File: src/rtl/hex_entry_bank_if.sv
// hex_entry_bank_if
//   Bundles the edit controls and register/cursor outputs of hex_entry_bank.
//   The master modport drives the buttons and edit controls. The slave modport
//   is the editor itself.
//   Optional macro HEX_ENTRY_CLEAR_EN adds the btn_c clear button.
// Signals:
//   en          edit enable
//   sel         register being edited
//   carry_mode  0: digit wraps alone, 1: ripple carry/borrow across register
//   btn_l/r/u/d cursor left/right, digit increment/decrement
//   btn_c       clear selected register (HEX_ENTRY_CLEAR_EN only)
//   regs        flattened registers, reg k at [k*W +: W]
//   cursor      current digit index, 0 = LSD
//   blink       one-hot of cursor
//   changed     one-cycle pulse after a register value changes
interface hex_entry_bank_if #(
    parameter int NUM_REGS = 2,
    parameter int DIGITS   = 8
);
    localparam int W  = 4 * DIGITS;
    localparam int SW = (NUM_REGS > 1) ? $clog2(NUM_REGS) : 1;
    localparam int CW = (DIGITS > 1) ? $clog2(DIGITS) : 1;

    logic                   en;
    logic [SW-1:0]          sel;
    logic                   carry_mode;
    logic                   btn_l;
    logic                   btn_r;
    logic                   btn_u;
    logic                   btn_d;
`ifdef HEX_ENTRY_CLEAR_EN
    logic                   btn_c;
`endif
    logic [NUM_REGS*W-1:0]  regs;
    logic [CW-1:0]          cursor;
    logic [DIGITS-1:0]      blink;
    logic                   changed;

    modport master (
`ifdef HEX_ENTRY_CLEAR_EN
        output btn_c,
`endif
        output en, sel, carry_mode, btn_l, btn_r, btn_u, btn_d,
        input  regs, cursor, blink, changed
    );

    modport slave (
`ifdef HEX_ENTRY_CLEAR_EN
        input  btn_c,
`endif
        input  en, sel, carry_mode, btn_l, btn_r, btn_u, btn_d,
        output regs, cursor, blink, changed
    );
endinterface

File: src/rtl/hex_entry_bank.sv
// hex_entry_bank
//   Button-driven hex editor for NUM_REGS registers of DIGITS hex digits each.
//   Presses are edge-detected. The active button (priority L > R > U > D) can
//   auto-repeat after REPEAT_DELAY cycles, then every REPEAT_PERIOD cycles.
//   Setting REPEAT_DELAY = 0 turns auto-repeat off.
//   Optional macro HEX_ENTRY_CLEAR_EN adds btn_c. Its rising edge loads the
//   selected register with RESET_VALUE and homes the cursor. It never repeats.
// Ports:
//   clk  system clock
//   rst  asynchronous active-high reset
//   bus  hex_entry_bank_if.slave. It carries en, sel, carry_mode, the buttons,
//        regs, cursor, blink and changed.
module hex_entry_bank #(
    parameter int                  NUM_REGS      = 2,
    parameter int                  DIGITS        = 8,
    parameter logic [4*DIGITS-1:0] RESET_VALUE   = '0,
    parameter int                  REPEAT_DELAY  = 0,
    parameter int                  REPEAT_PERIOD = 1
) (
    input  logic                   clk,
    input  logic                   rst,
    hex_entry_bank_if.slave        bus
);
    localparam int W       = 4 * DIGITS;
    localparam int CW      = (DIGITS > 1) ? $clog2(DIGITS) : 1;
    localparam int CNT_MAX = (REPEAT_DELAY > REPEAT_PERIOD) ? REPEAT_DELAY : REPEAT_PERIOD;
    localparam int CNTW    = $clog2(CNT_MAX + 1);
`ifdef HEX_ENTRY_CLEAR_EN
    localparam int NB      = 5;
`else
    localparam int NB      = 4;
`endif
    localparam logic [CNTW-1:0] DLY_LD = CNTW'(REPEAT_DELAY);
    localparam logic [CNTW-1:0] PER_LD = CNTW'(REPEAT_PERIOD);

    // Button index equals its bit position in btns.
    localparam logic [1:0] B_D = 2'd0;
    localparam logic [1:0] B_U = 2'd1;
    localparam logic [1:0] B_R = 2'd2;
    localparam logic [1:0] B_L = 2'd3;

    typedef enum logic [1:0] {IDLE, HOLD, REPT} state_t;

    state_t          state_q, state_d;
    logic [CNTW-1:0] cnt_q, cnt_d;
    logic [1:0]      act_q, act_d, act_now;
    logic [NB-1:0]   btns, prev_q, seen_q;
    logic            rise, fire, clr_evt, sel_ok, changed_q, changed_d;
    logic [CW-1:0]   cursor_q, cursor_d;
    logic [W-1:0]    regs_q [NUM_REGS];
    logic [W-1:0]    regs_d [NUM_REGS];

    function automatic logic [W-1:0] step_nibble(input logic [W-1:0] v, input int idx,
                                                 input logic up);
        logic [W-1:0] r;
        r = v;
        r[4*idx +: 4] = up ? (v[4*idx +: 4] + 4'd1) : (v[4*idx +: 4] - 4'd1);
        return r;
    endfunction

    function automatic logic [W-1:0] step_carry(input logic [W-1:0] v, input int idx,
                                                input logic up);
        logic [W-1:0] inc;
        inc = W'(1) << (4 * idx);
        return up ? (v + inc) : (v - inc);
    endfunction

`ifdef HEX_ENTRY_CLEAR_EN
    assign btns = {bus.btn_c, bus.btn_l, bus.btn_r, bus.btn_u, bus.btn_d};
`else
    assign btns = {bus.btn_l, bus.btn_r, bus.btn_u, bus.btn_d};
`endif

    always_comb begin
        state_d   = state_q;
        cnt_d     = cnt_q;
        act_d     = act_q;
        fire      = 1'b0;
        clr_evt   = 1'b0;
        regs_d    = regs_q;
        cursor_d  = cursor_q;
        changed_d = 1'b0;
        sel_ok    = int'(bus.sel) < NUM_REGS;

        if (btns[B_L])      act_now = B_L;
        else if (btns[B_R]) act_now = B_R;
        else if (btns[B_U]) act_now = B_U;
        else                act_now = B_D;

        // seen_q masks a button that has been high since reset. That button
        // has to be sampled low once before it can count as a press.
        rise = |(btns[3:0] & ~prev_q[3:0] & seen_q[3:0]);
`ifdef HEX_ENTRY_CLEAR_EN
        clr_evt = btns[4] & ~prev_q[4] & seen_q[4];
`endif

        // Repeat FSM
        case (state_q)
            IDLE: begin
                // With repeat disabled, only a press out of all-released fires.
                if (rise && (REPEAT_DELAY != 0 || prev_q[3:0] == 4'b0000)) begin
                    fire  = 1'b1;
                    act_d = act_now;
                    if (REPEAT_DELAY != 0) begin
                        cnt_d   = DLY_LD;
                        state_d = HOLD;
                    end
                end
            end
            HOLD, REPT: begin
                if (!btns[act_q]) begin
                    state_d = IDLE;
                end else if (act_now != act_q) begin
                    fire    = 1'b1;
                    act_d   = act_now;
                    cnt_d   = DLY_LD;
                    state_d = HOLD;
                end else if (cnt_q == CNTW'(1)) begin
                    fire    = 1'b1;
                    cnt_d   = PER_LD;
                    state_d = REPT;
                end else begin
                    cnt_d = cnt_q - CNTW'(1);
                end
            end
            default: state_d = IDLE;
        endcase

        // Event effects
        if (bus.en) begin
            if (clr_evt) begin
                cursor_d = '0;
                if (sel_ok) regs_d[bus.sel] = RESET_VALUE;
            end else if (fire) begin
                case (act_now)
                    B_L: cursor_d = (cursor_q == CW'(DIGITS - 1)) ? '0 : cursor_q + CW'(1);
                    B_R: cursor_d = (cursor_q == '0) ? CW'(DIGITS - 1) : cursor_q - CW'(1);
                    default: begin
                        if (sel_ok) begin
                            if (bus.carry_mode)
                                regs_d[bus.sel] = step_carry(regs_q[bus.sel], int'(cursor_q),
                                                             act_now == B_U);
                            else
                                regs_d[bus.sel] = step_nibble(regs_q[bus.sel], int'(cursor_q),
                                                              act_now == B_U);
                        end
                    end
                endcase
            end
        end

        for (int k = 0; k < NUM_REGS; k++) begin
            if (regs_d[k] != regs_q[k]) changed_d = 1'b1;
        end
    end

    always_ff @(posedge clk or posedge rst) begin
        if (rst) begin
            state_q   <= IDLE;
            cnt_q     <= '0;
            act_q     <= B_D;
            prev_q    <= '0;
            seen_q    <= '0;
            cursor_q  <= '0;
            changed_q <= 1'b0;
            for (int k = 0; k < NUM_REGS; k++) regs_q[k] <= RESET_VALUE;
        end else begin
            state_q   <= state_d;
            cnt_q     <= cnt_d;
            act_q     <= act_d;
            prev_q    <= btns;
            seen_q    <= seen_q | ~btns;
            cursor_q  <= cursor_d;
            changed_q <= changed_d;
            regs_q    <= regs_d;
        end
    end

    for (genvar k = 0; k < NUM_REGS; k++) begin : g_out
        assign bus.regs[k*W +: W] = regs_q[k];
    end
    assign bus.cursor  = cursor_q;
    assign bus.blink   = DIGITS'(1) << cursor_q;
    assign bus.changed = changed_q;
endmodule

File: src/flat_wrapper.sv
// flat-port wrapper written by rule: the top's interface ports become plain ports
module hex_entry_bank_flat 
#(
    parameter int                  NUM_REGS      = 2,
    parameter int                  DIGITS        = 8,
    parameter logic [4*DIGITS-1:0] RESET_VALUE   = '0,
    parameter int                  REPEAT_DELAY  = 0,
    parameter int                  REPEAT_PERIOD = 1
)
  (clk, rst, bus_en, bus_sel, bus_carry_mode, bus_btn_l, bus_btn_r, bus_btn_u, bus_btn_d, bus_regs, bus_cursor, bus_blink, bus_changed);
  hex_entry_bank_if #(.NUM_REGS(NUM_REGS), .DIGITS(DIGITS)) bus_i ();
  input  logic clk;
  input  logic rst;
  input wire logic [$bits(bus_i.en)-1:0] bus_en;
  input wire logic [$bits(bus_i.sel)-1:0] bus_sel;
  input wire logic [$bits(bus_i.carry_mode)-1:0] bus_carry_mode;
  input wire logic [$bits(bus_i.btn_l)-1:0] bus_btn_l;
  input wire logic [$bits(bus_i.btn_r)-1:0] bus_btn_r;
  input wire logic [$bits(bus_i.btn_u)-1:0] bus_btn_u;
  input wire logic [$bits(bus_i.btn_d)-1:0] bus_btn_d;
  output wire logic [$bits(bus_i.regs)-1:0] bus_regs;
  output wire logic [$bits(bus_i.cursor)-1:0] bus_cursor;
  output wire logic [$bits(bus_i.blink)-1:0] bus_blink;
  output wire logic [$bits(bus_i.changed)-1:0] bus_changed;
  assign bus_i.en = bus_en;
  assign bus_i.sel = bus_sel;
  assign bus_i.carry_mode = bus_carry_mode;
  assign bus_i.btn_l = bus_btn_l;
  assign bus_i.btn_r = bus_btn_r;
  assign bus_i.btn_u = bus_btn_u;
  assign bus_i.btn_d = bus_btn_d;
  assign bus_regs = bus_i.regs;
  assign bus_cursor = bus_i.cursor;
  assign bus_blink = bus_i.blink;
  assign bus_changed = bus_i.changed;
  hex_entry_bank #(.NUM_REGS(NUM_REGS), .DIGITS(DIGITS), .RESET_VALUE(RESET_VALUE), .REPEAT_DELAY(REPEAT_DELAY), .REPEAT_PERIOD(REPEAT_PERIOD)) u_core (.clk(clk), .rst(rst), .bus(bus_i));
endmodule
File: config.mk
export PLATFORM = sky130hd
export DESIGN_NAME = hex_entry_bank_flat
export DESIGN_NICKNAME = d
export VERILOG_FILES = /design/src/rtl/hex_entry_bank_if.sv /design/src/rtl/hex_entry_bank.sv /design/src/flat_wrapper.sv
export SDC_FILE = /design/constraint.sdc
export NUM_CORES = 1
export LEC_CHECK = 0
export BUFFER_PORTS_ARGS = -buffer_cell sky130_fd_sc_hd__buf_4
export CAP_MARGIN = 25
export CELL_PAD_IN_SITES_DETAIL_PLACEMENT = 1
export CELL_PAD_IN_SITES_GLOBAL_PLACEMENT = 2
export CORE_ASPECT_RATIO = 2
export CORE_MARGIN = 2
export CORE_UTILIZATION = 33
export DETAILED_ROUTE_END_ITERATION = 10
export PLACE_DENSITY = 0.88
export SKIP_CTS_REPAIR_TIMING = 1
export SLEW_MARGIN = 5
export SYNTH_ARGS = -nofsm -noshare
export SYNTH_HDL_FRONTEND = slang
export SYNTH_SLANG_ARGS = --single-unit
File: constraint.sdc
create_clock -name clk -period 5.25 [get_ports clk]
set_input_delay 1.05 -clock clk [delete_from_list [all_inputs] [get_ports clk]]
set_output_delay 1.05 -clock clk [all_outputs]
set_load 0.1 [all_outputs]
=== After elaboration in Yosys (flattened, before gate mapping) ===
Index checks and enable logic that the tools add are counted.

* Logic and storage cells: 98
* Output and inout port bits: 76
* Input port bits: 9
* Register bits: 81

* Reduce and logical (&&, ||, !) cells: 14
* Shifts and indexed selects: 5
* Add/subtract/negate cells: 8
* Bitwise gates (word level): 7
* Mux-type cells: 39
* Magnitude comparators: 3
* Equality and inequality tests: 13

{| class="wikitable"
|+ Operator list
! operator !! count
|-
| 2-to-1 mux 64 bit || 4
|-
| 2-to-1 mux 32 bit || 5
|-
| bitwise mux 64 bit || 2
|-
| != test 32 bit || 2
|-
| negation 5 -> 33 bit || 1
|-
| variable shift 4 x 33 -> 32 bit (first input constant) || 1
|-
| indexed part select 4 x 33 -> 32 bit || 1
|-
| adder 32 bit || 1
|-
| bitwise mux 32 bit || 1
|-
| demux 32 bit (select 1 bit) || 1
|-
| indexed part select 32 x 6 -> 4 bit || 1
|-
| left shift 1 x 5 -> 32 bit (first input constant) || 1
|-
| subtractor 32 bit || 1
|-
| 2-to-1 mux 2 bit || 8
|-
| 2-to-1 mux 1 bit || 10
|-
| bitwise AND 4 bit || 2
|-
| NOT 4 bit || 2
|-
| one-hot mux 2 bit (2 select lines) || 2
|-
| left shift 1 x 3 -> 8 bit (first input constant) || 1
|-
| equality test 2 bit (second input constant) || 3
|-
| 2-to-1 mux 3 bit || 2
|-
| != test 2 x 1 -> 1 bit (second input constant) || 3
|-
| one-hot mux 3 bit (2 select lines) || 1
|-
| adder 4 x 1 -> 4 bit (second input constant) || 1
|-
| other kinds (27) || 32
|}

=== Depth between registers and ports, before layout ===
* Word-level depth: 17
* Depth in mapped cells: 23

=== Worst setup path before layout ===
No wires, ideal clock.

* Kind: register to register
* Start: register u_core.cursor_q[0] (netlist: u_core.bus.cursor[0])
* End: register u_core.changed_q (netlist: u_core.bus.changed)
* Arrival time: 6.239 ns
* Stages on the path, launching flop included: 22
* Clock period less this slack: 6.376 ns
* Setup slack: -1.126 ns
* Library setup time: 0.137 ns
* Cells stage by stage: dfrtp_1 > buf_2 > inv_1 > ha_1 > ha_1 > clkbuf_1 > clkbuf_1 > inv_1 > nor2_1 > ha_1 > o211ai_1 > o21ai_1 > o21ai_1 > a221oi_2 > o2111a_2 > or3_4 > a31oi_4 > xnor2_1 > o31a_1 > or4b_1 > nor3_1 > o211ai_1

* Longest elaborated chain between the ends: 13
* Elaborated cells on any way between the ends: 22
* Classes of those cells: 5 x add/sub; 2 x eq/ne; 4 x shift; 11 x mux

{| class="wikitable"
|+ RTL lines
! what !! line !! text
|-
| start: declaration || hex_entry_bank.sv:49 || <nowiki>logic [CW-1:0] cursor_q, cursor_d;</nowiki>
|-
| start signal: assignment || hex_entry_bank.sv:173 || <nowiki>cursor_q <= cursor_d;</nowiki>
|-
| indexed part select 32 x 6 -> 4 bit || hex_entry_bank.sv:57 || <nowiki>r[4*idx +: 4] = up ? (v[4*idx +: 4] + 4'd1) : (v[4*idx +: 4] - 4'd1);</nowiki>
|-
| subtractor 4 x 1 -> 4 bit / adder 4 x 1 -> 4 bit (equally long branches) || hex_entry_bank.sv:57 ||
|-
| 2-to-1 mux 4 bit || hex_entry_bank.sv:57 ||
|-
| indexed part select 4 x 33 -> 32 bit || hex_entry_bank.sv:57 ||
|-
| bitwise mux 32 bit || hex_entry_bank.sv:57 ||
|-
| bitwise mux 64 bit || hex_entry_bank.sv:144 || <nowiki>regs_d[bus.sel] = step_nibble(regs_q[bus.sel], int'(cursor_q),</nowiki>
|-
| 2-to-1 mux 64 bit (*) || hex_entry_bank.sv:140 || <nowiki>if (bus.carry_mode)</nowiki>
|-
| 2-to-1 mux 64 bit (*) || hex_entry_bank.sv:135 || <nowiki>case (act_now)</nowiki>
|-
| 2-to-1 mux 64 bit (*) || hex_entry_bank.sv:134 || <nowiki>end else if (fire) begin</nowiki>
|-
| 2-to-1 mux 64 bit (*) || hex_entry_bank.sv:130 || <nowiki>if (bus.en) begin</nowiki>
|-
| != test 32 bit || hex_entry_bank.sv:153 || <nowiki>if (regs_d[k] != regs_q[k]) changed_d = 1'b1;</nowiki>
|-
| 2-to-1 mux 1 bit || hex_entry_bank.sv:153 ||
|-
| 2-to-1 mux 1 bit (*) || hex_entry_bank.sv:153 ||
|-
| via u_core.changed_d || hex_entry_bank.sv:48 || <nowiki>logic rise, fire, clr_evt, sel_ok, changed_q, changed_d;</nowiki>
|-
| end signal: assignment || hex_entry_bank.sv:174 || <nowiki>changed_q <= changed_d;</nowiki>
|-
| end: declaration || hex_entry_bank.sv:48 ||
|}

The timed path passes the listed nets; every way through them passes the cells marked *.
A chain may end at the register's enable or synchronous reset.

=== Final worst setup path ===
* Start: input bus_btn_l
* End: register u_core.changed_q (netlist: u_core.bus.changed)

* Longest elaborated chain between the ends: 13
* Elaborated cells on any way between the ends: 30
* Classes of those cells: 6 x eq/ne; 1 x shift; 18 x mux; 2 x bitwise; 3 x reduce/logical

{| class="wikitable"
|+ RTL lines
! what !! line !! text
|-
| start: declaration || flat_wrapper.sv:17 || <nowiki>input wire logic [$bits(bus_i.btn_l)-1:0] bus_btn_l;</nowiki>
|-
| 2-to-1 mux 2 bit || hex_entry_bank.sv:85 || <nowiki>if (btns[B_L]) act_now = B_L;</nowiki>
|-
| equality test 2 x 1 -> 1 bit || hex_entry_bank.sv:142, hex_entry_bank.sv:145 ||
|-
| 2-to-1 mux 4 bit || hex_entry_bank.sv:57 ||
|-
| indexed part select 4 x 33 -> 32 bit || hex_entry_bank.sv:57 ||
|-
| bitwise mux 32 bit || hex_entry_bank.sv:57 ||
|-
| bitwise mux 64 bit || hex_entry_bank.sv:144 ||
|-
| 2-to-1 mux 64 bit || hex_entry_bank.sv:140 ||
|-
| 2-to-1 mux 64 bit || hex_entry_bank.sv:135 ||
|-
| 2-to-1 mux 64 bit (*) || hex_entry_bank.sv:134 ||
|-
| 2-to-1 mux 64 bit (*) || hex_entry_bank.sv:130 ||
|-
| != test 32 bit || hex_entry_bank.sv:153 ||
|-
| 2-to-1 mux 1 bit || hex_entry_bank.sv:153 ||
|-
| 2-to-1 mux 1 bit (*) || hex_entry_bank.sv:153 ||
|-
| via u_core.changed_d || hex_entry_bank.sv:48 ||
|}

The timed path passes the listed nets; every way through them passes the cells marked *. The select of a mux whose other input is x is not followed.

==> out/qor.txt <==
Mapped Cells: 1109
Tot GR Track Use: 0.3441
Filler cells: 3210
Height of the die: 234.9 microns
Yosys reg bits: 81
CP startpoint kind: input pin
DRT Pass-1 Iters: 7
Worst Skew: 15.22 ps
Final Cycle Share: 0.9652
Residual antenna-violating net count after detailed routing: 0
Synth cell count leaders: nand2_1, o21ai_0, nor2_1
Worst Hold Class: reg -> reg
Clock slew at reported path FFs: 60 ps
Cts bufs inserted: 9
DRC: 0
Vias: 10650
Ranking of synthesized cells by area: dfrtp_1, nand2_1, ha_1
Worst Setup End Kind: register
Final setup vio count: 0
I/O Buffers: 84
Initial antenna violation count: 0
Iteration-0 DRC Markers: 564
First-pass GRT wire length: 70890 microns
Top-area cell type share of the netlist area: 0.2305
Gpl congestion: 1.008
Area Growth Syn to Fin: 40.38%
Synthesized area: 8793 sq um
FF+latch area: 2031 sq um
Multi-input logic area: 6507 sq um
Status: completed
Drt wl/cell: 27.33 microns
Number of enable flip-flop cells after synthesis: 0
Core footprint: 26280 sq um
Antenna cells: 0
Global route total overflow: 0
Ys Warns: 0
Final #Nets: 1484
Root Buffer: clkbuf_16
Least-Margin Pin Slew: 761.0 ps
Mapped Avg Cell Area: 7.929 sq um
Syn_nets: 1160
Top FF cell, synth: dfrtp_1
CTS tree: built
Sink Count: 81
H-tree depth: 3
Pin count of the biggest net entering global routing: 54
Total of max-cap violations: 0
Via density: 5.979
Fmax: 0.1973 GHz
Slew headroom: 0.4890
WP data required: 5480 ps
IO Count: 85
Share of layout cells above drive strength 1: 0.3505
Worst Path Arrival: 5300 ps
Min Clock Period, post-route: 5067 ps
Crit Path Category: in -> reg
Longest Clk Path Bufs: 2
Die X: 119.4 microns
Unique cell type count in the Yosys netlist: 100
Most numerous cell in the Yosys netlist: nand2_1
Vias in the first global route: 11460
Row count: 84
Clk Latency, worst-skew pair: 380 ps
Cell accounting for the most synthesized area: dfrtp_1
Initial core utilization: 0.3347
Final hold viol count: 0
Fraction of registers with async set/reset: 1.000
CP max FO: 5
Post-synthesis sequential area ratio: 0.2305
Fin. max-slew vios: 0
Area of the die: 28050 sq um
DRT Wirelength: 48710 microns
Post-DP HPWL: 40250 microns
Hold WS: 473.5 ps
## flip-flops by register name, indices dropped and copies added (netlist names)
register	flops
u_core.act_q	2
u_core.bus.changed	1
u_core.bus.cursor	3
u_core.bus.regs	64
u_core.cnt_q	1
u_core.prev_q	4
u_core.seen_q	4
u_core.state_q	2
## worst max-delay path, stage by stage
cell and delay, ps:
buf_4 110, or3b_1 460, inv_4 150, nor3_4 60, buf_4 160, ha_1 380
and2_1 190, o21ai_0 80, buf_4 150, o211ai_1 370, a31oi_1 170, xnor2_1 150
a21oi_1 560, xor2_1 200, o21ai_0 120, a2111oi_2 470, nand4_1 150, nor3_1 210
o211ai_1 110
## cells by family (layout without fill, tap and decap cells)
kind of cell	Yosys count	in the layout	share of synthesized area
AND/OR/NAND/NOR	390	390	0.2136
adder cells (fa/ha/maj)	42	42	0.06147
buffers and inverters	104	433	0.04880
XOR/XNOR	60	60	0.06303
flip-flops	81	81	0.2305
multiplexers	70	70	0.1034
AO/OA/AOI/OAI	362	362	0.2792
## layer usage
layer,share of wire,GRT usage
met5,0,0
met4,0.13,0.3672
met3,0.033,0.03811
met2,0.52,0.6280
met1,0.32,0.3077
## metrics by stage
step / setup slack (ps) / instance area (sq um) / util / std cells / setup TNS (ps)
global route: -5.581 / 12340 / 0.4698 / 1782 / -5.581
detailed placement: -404.8 / 11960 / 0.4550 / 1766 / -404.8
finish: 182.5 / 12340 / 0.4698 / 1782 / 0
CTS: -36.93 / 12280 / 0.4672 / 1782 / -36.93
floorplan: 1.288 / 8969 / - / 1109 / 0
global placement: -364.6 / 11960 / 0.4550 / 1766 / -364.6
## final timing paths
kind | from | to | slack, ps | depth (start not counted)
setup / recovery | bus_btn_l | u_core.bus.changed | 180 | 19
hold / removal | u_core.seen_q[0] | u_core.seen_q[0] | 470 | 1
setup reg to reg | u_core.bus.cursor[1] | u_core.bus.changed | 420 | 20
hold reg to reg | u_core.seen_q[0] | u_core.seen_q[0] | 470 | 1
max in group asynchronous | rst | u_core.bus.regs[22] | 3460 | 3
min in group asynchronous | rst | u_core.bus.regs[34] | 690 | 2
## final cells by class
class | count | area share
clock inverters | 6 | 0.007399
repair buffers | 377 | 0.2346
clock buffers | 10 | 0.01855
flip-flops and latches | 81 | 0.1645
multi-input cells | 924 | 0.5272
well taps | 344 | 0.03487
inverters | 40 | 0.01287
## cell usage in the layout, fill, tap and decap left out, types with 6 or more instances in the layout
| cell type | instances |
|---|---|
| nand3_1 | 29 |
| inv_1 | 35 |
| o21ai_0 | 87 |
| xnor2_1 | 38 |
| ha_1 | 37 |
| mux2_2 | 20 |
| or2_2 | 8 |
| o22ai_1 | 6 |
| mux2i_1 | 30 |
| nor2b_1 | 11 |
| xor2_1 | 19 |
| or3_1 | 9 |
| a311oi_1 | 9 |
| o221ai_1 | 6 |
| nor3_1 | 26 |
| nor2_1 | 83 |
| clkbuf_16 | 9 |
| a21oi_1 | 64 |
| a21o_1 | 26 |
| a21oi_2 | 9 |
| and2_1 | 10 |
| o21ai_1 | 6 |
| nand4_1 | 7 |
| nand2b_1 | 13 |
| nor4_1 | 9 |
| o21a_1 | 11 |
| and3_1 | 7 |
| buf_4 | 371 |
| a211oi_1 | 19 |
| o211ai_1 | 13 |
| a31oi_1 | 15 |
| nand2_1 | 141 |
| o31ai_1 | 8 |
| mux4_2 | 13 |
| dfrtp_1 | 78 |
Power is left out: the tool's default activity adds up to more than one toggle a clock period on the data nets, which glitch-free logic cannot reach.
